**config.mk**
```make
export PLATFORM = sky130hd
export DESIGN_NAME = div_selector
export DESIGN_NICKNAME = d
export VERILOG_FILES = /design/src/rtl/div_selector.sv
export SDC_FILE = /design/constraint.sdc
export NUM_CORES = 1
export LEC_CHECK = 0
export BUFFER_PORTS_ARGS = -buffer_cell sky130_fd_sc_hd__buf_2
export CAP_MARGIN = 20
export CORE_MARGIN = 5
export CORE_UTILIZATION = 30
export CTS_BUF_LIST = sky130_fd_sc_hd__clkbuf_8 sky130_fd_sc_hd__clkbuf_16
export DETAILED_ROUTE_END_ITERATION = 7
export SYNTH_ARGS = -nofsm -noshare
export SYNTH_HDL_FRONTEND = slang
export SYNTH_SLANG_ARGS = --single-unit
```
**constraint.sdc**
```tcl
create_clock -name clk -period 7.15 [get_ports clk]
set_input_delay 0 -clock clk [delete_from_list [all_inputs] [get_ports clk]]
set_output_delay 0 -clock clk [all_outputs]
set_load 0.1 [all_outputs]
```
**src/rtl/div_selector.sv**
```systemverilog
// Push-button divide-value selector: synchronizes and debounces two buttons on a 1 ms timebase,
// then steps a saturating 7-bit divide value with hold-to-auto-repeat.
module div_selector #(
    parameter int DIV_MIN         = 1,
    parameter int DIV_MAX         = 99,
    parameter int DIV_RESET       = 49,
    parameter int DEB_MS          = 20,
    parameter int REPEAT_DELAY_MS = 500,
    parameter int REPEAT_RATE_MS  = 100
) (
    input  logic       clk,
    input  logic       rst,
    input  logic       tick_src,
    input  logic       btn_up,
    input  logic       btn_dn,
    output logic [6:0] div,
    output logic       changed,
    output logic       at_min,
    output logic       at_max
);

    localparam logic [6:0] MIN7      = 7'(DIV_MIN);
    localparam logic [6:0] MAX7      = 7'(DIV_MAX);
    localparam logic [6:0] RESET7    = 7'(DIV_RESET);
    localparam logic [9:0] DEB_LAST  = 10'(DEB_MS - 1);
    localparam logic [9:0] DLY_LAST  = 10'(REPEAT_DELAY_MS - 1);
    localparam logic [9:0] RATE_LAST = 10'(REPEAT_RATE_MS - 1);

    typedef enum logic [1:0] {IDLE, HOLD, REPEAT, LOCK} state_t;

    logic [1:0] tick_sync, up_sync, dn_sync;
    logic       tick_d;
    logic       ms_tick;
    logic [1:0] raw_s;          // [0] = up, [1] = dn
    logic [1:0] deb, deb_d;
    logic [9:0] deb_cnt [2];

    state_t     state, state_nxt;
    logic       dir, dir_nxt;   // 1 = stepping up
    logic [9:0] timer, timer_nxt;
    logic       step;
    logic [6:0] div_nxt;
    logic       u, d, u_rise, d_rise, held, other;

    assign ms_tick = tick_sync[1] & ~tick_d;
    assign raw_s   = {dn_sync[1], up_sync[1]};

    always_ff @(posedge clk) begin
        if (rst) begin
            tick_sync <= '0;
            up_sync   <= '0;
            dn_sync   <= '0;
            tick_d    <= 1'b0;
        end else begin
            tick_sync <= {tick_sync[0], tick_src};
            up_sync   <= {up_sync[0], btn_up};
            dn_sync   <= {dn_sync[0], btn_dn};
            tick_d    <= tick_sync[1];
        end
    end

    // Counter measures how long the synced level has disagreed with the accepted level.
    always_ff @(posedge clk) begin
        if (rst) begin
            deb        <= '0;
            deb_d      <= '0;
            deb_cnt[0] <= '0;
            deb_cnt[1] <= '0;
        end else begin
            deb_d <= deb;
            for (int i = 0; i < 2; i++) begin
                if (raw_s[i] == deb[i]) begin
                    deb_cnt[i] <= '0;
                end else if (ms_tick) begin
                    if (deb_cnt[i] == DEB_LAST) begin
                        deb[i]     <= raw_s[i];
                        deb_cnt[i] <= '0;
                    end else begin
                        deb_cnt[i] <= deb_cnt[i] + 10'd1;
                    end
                end
            end
        end
    end

    always_ff @(posedge clk) begin
        if (rst) begin
            state <= IDLE;
            dir   <= 1'b1;
            timer <= '0;
        end else begin
            state <= state_nxt;
            dir   <= dir_nxt;
            timer <= timer_nxt;
        end
    end

    always_comb begin
        state_nxt = state;
        dir_nxt   = dir;
        timer_nxt = timer;
        step      = 1'b0;
        u         = deb[0];
        d         = deb[1];
        u_rise    = deb[0] & ~deb_d[0];
        d_rise    = deb[1] & ~deb_d[1];
        held      = dir ? u : d;
        other     = dir ? d : u;
        case (state)
            IDLE: begin
                if (u && d) begin
                    state_nxt = LOCK;
                end else if (u_rise) begin
                    step      = 1'b1;
                    dir_nxt   = 1'b1;
                    timer_nxt = '0;
                    state_nxt = HOLD;
                end else if (d_rise) begin
                    step      = 1'b1;
                    dir_nxt   = 1'b0;
                    timer_nxt = '0;
                    state_nxt = HOLD;
                end
            end
            HOLD, REPEAT: begin
                if (other) begin
                    state_nxt = LOCK;
                end else if (!held) begin
                    state_nxt = IDLE;
                end else if (ms_tick) begin
                    if (timer == ((state == HOLD) ? DLY_LAST : RATE_LAST)) begin
                        step      = 1'b1;
                        timer_nxt = '0;
                        state_nxt = REPEAT;
                    end else begin
                        timer_nxt = timer + 10'd1;
                    end
                end
            end
            LOCK: begin
                if (!u && !d) state_nxt = IDLE;
            end
            default: state_nxt = IDLE;
        endcase
    end

    // Saturating step; a step at a limit keeps div and suppresses changed.
    always_comb begin
        div_nxt = div;
        if (step) begin
            if (dir_nxt) div_nxt = (div >= MAX7) ? div : div + 7'd1;
            else         div_nxt = (div <= MIN7) ? div : div - 7'd1;
        end
    end

    always_ff @(posedge clk) begin
        if (rst) begin
            div     <= RESET7;
            changed <= 1'b0;
            at_min  <= (RESET7 == MIN7);
            at_max  <= (RESET7 == MAX7);
        end else begin
            div     <= div_nxt;
            changed <= (div_nxt != div);
            at_min  <= (div_nxt == MIN7);
            at_max  <= (div_nxt == MAX7);
        end
    end

endmodule

```
# ---- Word-level counts from Yosys, hierarchy flattened
# Memories as Yosys holds them, arrays and structs flattened.
# Index checks and enable logic that the tools add are counted.
dict set report word_totals {
  register_bits 34
  mem_bits_rw 20
  out_inout_bits 10
  n_memories 1
}
# name depth word_bits rd rd_ports_with_merged_regs wr line_no
set memory_table {}
lappend memory_table {deb_cnt 2 10 2 0 2 36} ;# logic [9:0] deb_cnt [2];
dict set report op_classes {
  n_addsub 5
  order_cmp 2
  eq_ne 20
  muxes 70
  n_bitwise 14
  n_reduce_logical 11
}
# operator n
set ops {}
lappend ops {{10-bit two-way mux} 13}
lappend ops {{1-bit two-way mux} 41}
lappend ops {{10-bit by 1-bit adder with 10-bit output (second input constant)} 3}
lappend ops {{7-bit two-way mux} 4}
lappend ops {{10-bit by 5-bit equality test with 1-bit output (second input constant)} 2}
lappend ops {{10-bit one-hot mux with 2 select lines} 1}
lappend ops {{2-bit two-way mux} 8}
lappend ops {{4-bit inequality test (second input constant)} 3}
lappend ops {{10-bit by 9-bit equality test with 1-bit output} 1}
lappend ops {{2-bit inequality test (second input constant)} 5}
lappend ops {{9-bit two-way mux} 1}
lappend ops {{7-bit by 1-bit adder with 7-bit output (second input constant)} 1}
lappend ops {{7-bit by 1-bit equality test with 1-bit output (second input constant)} 1}
lappend ops {{7-bit equality test (second input constant)} 1}
lappend ops {{7-bit >= comparator (second input constant)} 1}
lappend ops {{7-bit by 1-bit <= comparator with 1-bit output (second input constant)} 1}
lappend ops {{7-bit inequality test} 1}
lappend ops {{7-bit by 1-bit subtractor with 7-bit output (second input constant)} 1}
lappend ops {{1-bit bitwise OR} 6}
lappend ops {{2-bit one-hot mux with 3 select lines} 1}
lappend ops {{3-bit AND reduction} 2}
lappend ops {{6-bit AND reduction} 1}
lappend ops {{1-bit inverter} 5}
lappend ops {{2-bit equality test (second input constant)} 2}
lappend ops {{other kinds (11)} 16}

# ---- Depth between registers and ports, before layout
dict set report depth {
  ltp_word 10
  ltp_mapped 10
  ltp_nobuf 9
}

# ---- Least setup slack after synthesis
# OpenSTA, ideal clock, no wires.
dict set report synth_timing {
  path_type {register to register}
  from {register div[1]}
  to {register at_min}
  setup_time_ns 0.116
  arrival_ns 2.704
  required_time_ns 7.034
  path_slack_ns 4.330
  path_stages_with_launch 10
  n_path_buf 0
  synth_period_minus_slack_ns 2.820
  cell_sequence {dfxtp_1 -> inv_1 -> ha_1 -> o21ba_2 -> nor2_1 -> a21oi_1 -> o21bai_4 -> nor3b_1 -> o22a_1 -> and4_1}
}
dict set report synth_via {
  elab_chain_cells 5
  elab_cells_between_ends 9
  classes_between {add/sub: 2; order compare: 2; eq/ne: 1; mux: 4}
}
# item line_no
set synth_lines {}
lappend synth_lines {{start: declaration} 16} ;# output logic [6:0] div,
lappend synth_lines {{start signal: assignment} 163} ;# div <= div_nxt;
lappend synth_lines {{7-bit by 1-bit subtractor with 7-bit output (tied with other cells)} 152} ;# else div_nxt = (div <= MIN7) ? div : div - 7'd1;
lappend synth_lines {{7-bit two-way mux (on tied branches)} {152, 151}}
lappend synth_lines {{7-bit two-way mux} 151} ;# if (dir_nxt) div_nxt = (div >= MAX7) ? div : div + 7'd1;
lappend synth_lines {{7-bit two-way mux (*)} 150} ;# if (step) begin
lappend synth_lines {{7-bit by 1-bit equality test with 1-bit output (*)} 165} ;# at_min <= (div_nxt == MIN7);
lappend synth_lines {{end signal: assignment} 160} ;# at_min <= (RESET7 == MIN7);
lappend synth_lines {{end signal: assignment} 165}
lappend synth_lines {{end: declaration} 18} ;# output logic at_min,
# Every way passes the cells marked *; elsewhere a longest branch is shown, timed or not.
# A chain may end at the register's enable or synchronous reset.

# ---- Final worst setup path
dict set report layout_timing {
  from {register state[1]}
  to {register at_min}
}
dict set report layout_via {
  elab_chain_cells 10
  elab_cells_between_ends 15
  classes_between {eq/ne: 4; mux: 9; reduce/logical: 2}
}
# item line_no
set layout_lines {}
lappend layout_lines {{start: declaration} 38} ;# state_t state, state_nxt;
lappend layout_lines {{start signal: assignment} 92} ;# state <= state_nxt;
lappend layout_lines {{2-bit by 1-bit equality test with 1-bit output} {109, 131}}
lappend layout_lines {{9-bit two-way mux} 131} ;# if (timer == ((state == HOLD) ? DLY_LAST : RATE_LAST)) begin
lappend layout_lines {{10-bit by 9-bit equality test with 1-bit output} 131}
lappend layout_lines {{1-bit two-way mux} 131}
lappend layout_lines {{1-bit two-way mux} 130} ;# end else if (ms_tick) begin
lappend layout_lines {{1-bit two-way mux} 128} ;# end else if (!held) begin
lappend layout_lines {{1-bit two-way mux} 126} ;# if (other) begin
lappend layout_lines {{1-bit one-hot mux with 2 select lines} 109} ;# case (state)
lappend layout_lines {{7-bit two-way mux (*)} 150}
lappend layout_lines {{7-bit by 1-bit equality test with 1-bit output (*)} 165}
# Marks and branches as above.

==> impl_results.md <==
- Outcome: finished, final reports clean
- Number of I/O pins: 15
- Vias in the first global route: 2164
- Synth warn: 0
- Synth Net Count: 342
- Die Y: 110 um
- CTS tree: built
- DRT antenna net count: 0
- Period minus WS final: 2.79 ns
- P&R area growth vs syn: 9.00%
- CP bufs+invs: 1
- Hold/Removal Path Class: in2reg
- First-pass GRT wire length: 9980 um
- Clock latency on the worst-skew pair: 0.31 ns
- R2R setup slack: 4.36 ns
- Crit path DAT: 3.01 ns
- Pre-CTS WS: 4.37 ns
- Layout Cells excl Fill: 471
- Placed Area: 0.00315 mm^2
- Resized cells post-CTS: 0
- Setup CP Type: reg2reg
- Fraction of layout cells with a size suffix above 1: 8.88%
- # DRC: 0
- Final Cell Area: 0.00327 mm^2
- Skew final: 0.00628 ns
- Final setup fails: 0
- Crit path depth: 9
- Met3 global-route usage: 2.50%
- Port Buffers: 14
- Post-synthesis register bit count: 54
- CP delay by family, top: compound AO/OA/AOI/OAI gates
- Asr flop ratio synth: 0%
- Hold Fails Final Rpt: 0
- Worst setup path start: state[1]$_SDFFE_PP0P_
- Relative slew slack: 61.6%
- CORE AREA: 0.00977 mm^2
- Critical path peak fanout: 15
- Crit-path max cell delay: 0.47 ns
- Largest net degree at the start of global routing: 31
- Post-synthesis sequential area ratio: 42.7%
- Synth unique cells: 54
- Sink Count: 54
- Initial antenna violation count: 0
- Top_reg_cell synth: dfxtp_1
- # H-tree levels: 2
- Nets: 352
- Drt pass-1 iters: 6
- DRT Wirelength: 5660 um
- Synth top area cells: dfxtp_1 23%, edfxtp_1 20%, nor2_1 5.6%, xnor2_1 4.4%, ha_1 4.2%
- Clk buf depth: 2
- Inserted Diodes: 0
- Syn Std Cell Area: 0.00300 mm^2
- Power per cell area: 192 mW/mm^2
- Cells after DPL: 460
- GRT Max-Usage Layer: met2
- Routed len/inst: 12.0 um
- 1st-iter DRT viols: 119
- P_leak: 0.00110 uW
- Worst EP required: 7.37 ns
- Maximum VDD drop: 0.0987 mV
- Reg-to-Reg End: at_min$_SDFF_PP0_
- Grt ovf: 0
- EDFF count, synth: 20
- Post-route setup TNS: 0 ns
- F_max: 358 MHz
- Die area: 0.0121 mm^2
- Worst setup EP type: flip-flop
- Fin Hold WS: 0.140 ns
- RSZ-0062 raised after global routing: no
- GRT Total Usage: 10.0%
- RR Startpoint: state[1]$_SDFFE_PP0P_
- Cell taking the most area after synthesis: dfxtp_1
- Synthesized area per cell: 9.18 um^2
- Clock-pin slew on the worst setup and hold paths: 0.11 ns
- DR vias/cell: 4.96
- Worst Setup EP: at_min$_SDFF_PP0_
- Final worst-path setup slack: 4.36 ns
- Final Slew Violations: 0
- Tcrit/Tclk final: 39.1%
- Startpoint Class: flip-flop
- Die X: 110 um
- Via count: 2336
- Max-Cap Viols: 0
- Met1 Use GR: 13.0%
- Initial Utilization: 30.7%
- HPWL after detailed placement: 3910 um
- Critical Path, Cell by Cell: inv_1, ha_1, or4_1, a211o_1, o31a_1, o21bai_4, nor3b_1, o22a_1, and4_1
- Worst slew pin tran: 0.574 ns
- M2 GR Usage: 16.8%
- R2R depth: 9
- Synth top area share: 22.7%
- Row cnt: 36
- GP Congestion: 0.835
- Root Buffer: clkbuf_8
- CP max-delay cell: o31a_1
- Cells after synthesis: 327
- CTS Buf Count: 5
## how the worst min path moves through the flow
| stage | start | end | slack (ns) | cells past startpoint |
|---|---|---|---|---|
| 6_report | rst | div[2]$_SDFF_PP0_ | 0.14 | 2 |
| 5_1_grt | rst | changed$_SDFF_PP0_ | 0.17 | 2 |
| 4_1_cts | rst | div[2]$_SDFF_PP0_ | 0.15 | 2 |
| 3_5_place_dp | btn_dn | dn_sync[0]$_SDFF_PP0_ | 0.21 | 2 |
| 3_3_place_gp | btn_dn | dn_sync[0]$_SDFF_PP0_ | 0.21 | 2 |
| 2_1_floorplan | rst | dir$_SDFF_PP1_ | 0.12 | 1 |
## flip-flops by register name, indices dropped and copies added (netlist names)
| name | count |
|---|---|
| tick_d | 1 |
| div | 7 |
| deb_cnt | 20 |
| dn_sync | 2 |
| deb_d | 2 |
| up_sync | 2 |
| state | 2 |
| changed | 1 |
| deb | 2 |
| timer | 10 |
| dir | 1 |
| tick_sync | 2 |
| at_min | 1 |
| at_max | 1 |
## layout make-up
class | count | area [um^2]
multi-input cells | 250 | 1600
repair buffers | 17 | 100
clock inverters | 3 | 23.8
fillers | 1026 | 6500
flip-flops and latches | 54 | 1280
inverters | 9 | 33.8
well taps | 133 | 166
clock buffers | 5 | 68.8
## placed cells by master, fill, tap and decap left out, drive strengths merged, types with 2 or more instances in the layout
cell type    count
nor2            45
inv             11
nor3             8
nand2b           7
nor3b            7
clkbuf           5
nor2b           13
o21ai           12
and3             3
and2             2
mux2i            4
ha              10
nand3           11
xnor2           15
or4              4
xor2            14
dfxtp           34
edfxtp          20
or3              8
nand4           13
dlygate4sd3      3
a21oi           19
a31oi            3
buf             14
nor4b            2
nand2           18
a211oi           2
o22ai            3
nor4             6
a211o            2
## synth_stat cells, types with 6 or more instances
cell type and count:
nor3_1 7, or3_1 8, clkbuf_1 7, nor2b_1 13, o21ai_0 10, ha_1 10
nand4_1 13, xnor2_1 15, nand2b_1 7, nor3b_1 7, dfxtp_1 34, xor2_1 14
a21oi_1 19, nand2_1 18, nor2_1 45, edfxtp_1 20, nand3_1 11, inv_1 9
nor4_1 6
## through the flow
step | util [%] | power (uW)
3_3_place_gp | 32.2 | 450
6_report | 33.5 | 629
4_1_cts | 33.5 | 632
5_1_grt | 33.5 | 663
2_1_floorplan | - | 431
3_5_place_dp | 32.2 | 453
## per-layer routing
layer | routed length (um) | vias up | share of wire, %
met4 | 46 | 0 | 0.81
met1 | 2780 | 1115 | 49
met3 | 172 | 5 | 3.0
met2 | 2650 | 37 | 47
met5 | 0 | - | 0
li1 | - | 1179 | -
## report_power, final
group          switching [uW]  leakage (uW)  internal [uW]
Clock                     110     0.0000491           71.4
Combinational            62.3      0.000531           44.4
Sequential               12.4      0.000516            329
Total                     185       0.00110            444
## timing repair
| item | 4_1_cts | 5_1_grt |
|---|---|---|
| setup buffers | 0 | 0 |
| hold buffers | 3 | 0 |
| hold endpoints to repair | 3 | 0 |
## logic make-up (layout without fill, tap and decap cells)
logic type	Yosys count	after routing	share of synthesized area, %
flops	54	54	42.7
buf+inv	23	34	4.09
xor+xnor	29	29	8.46
mux	5	5	1.71
fa+ha+maj	10	10	4.17
compound gates	51	51	10.8
simple gates	155	155	28.1
No activity file was read; power rests on OpenSTA's default activity.
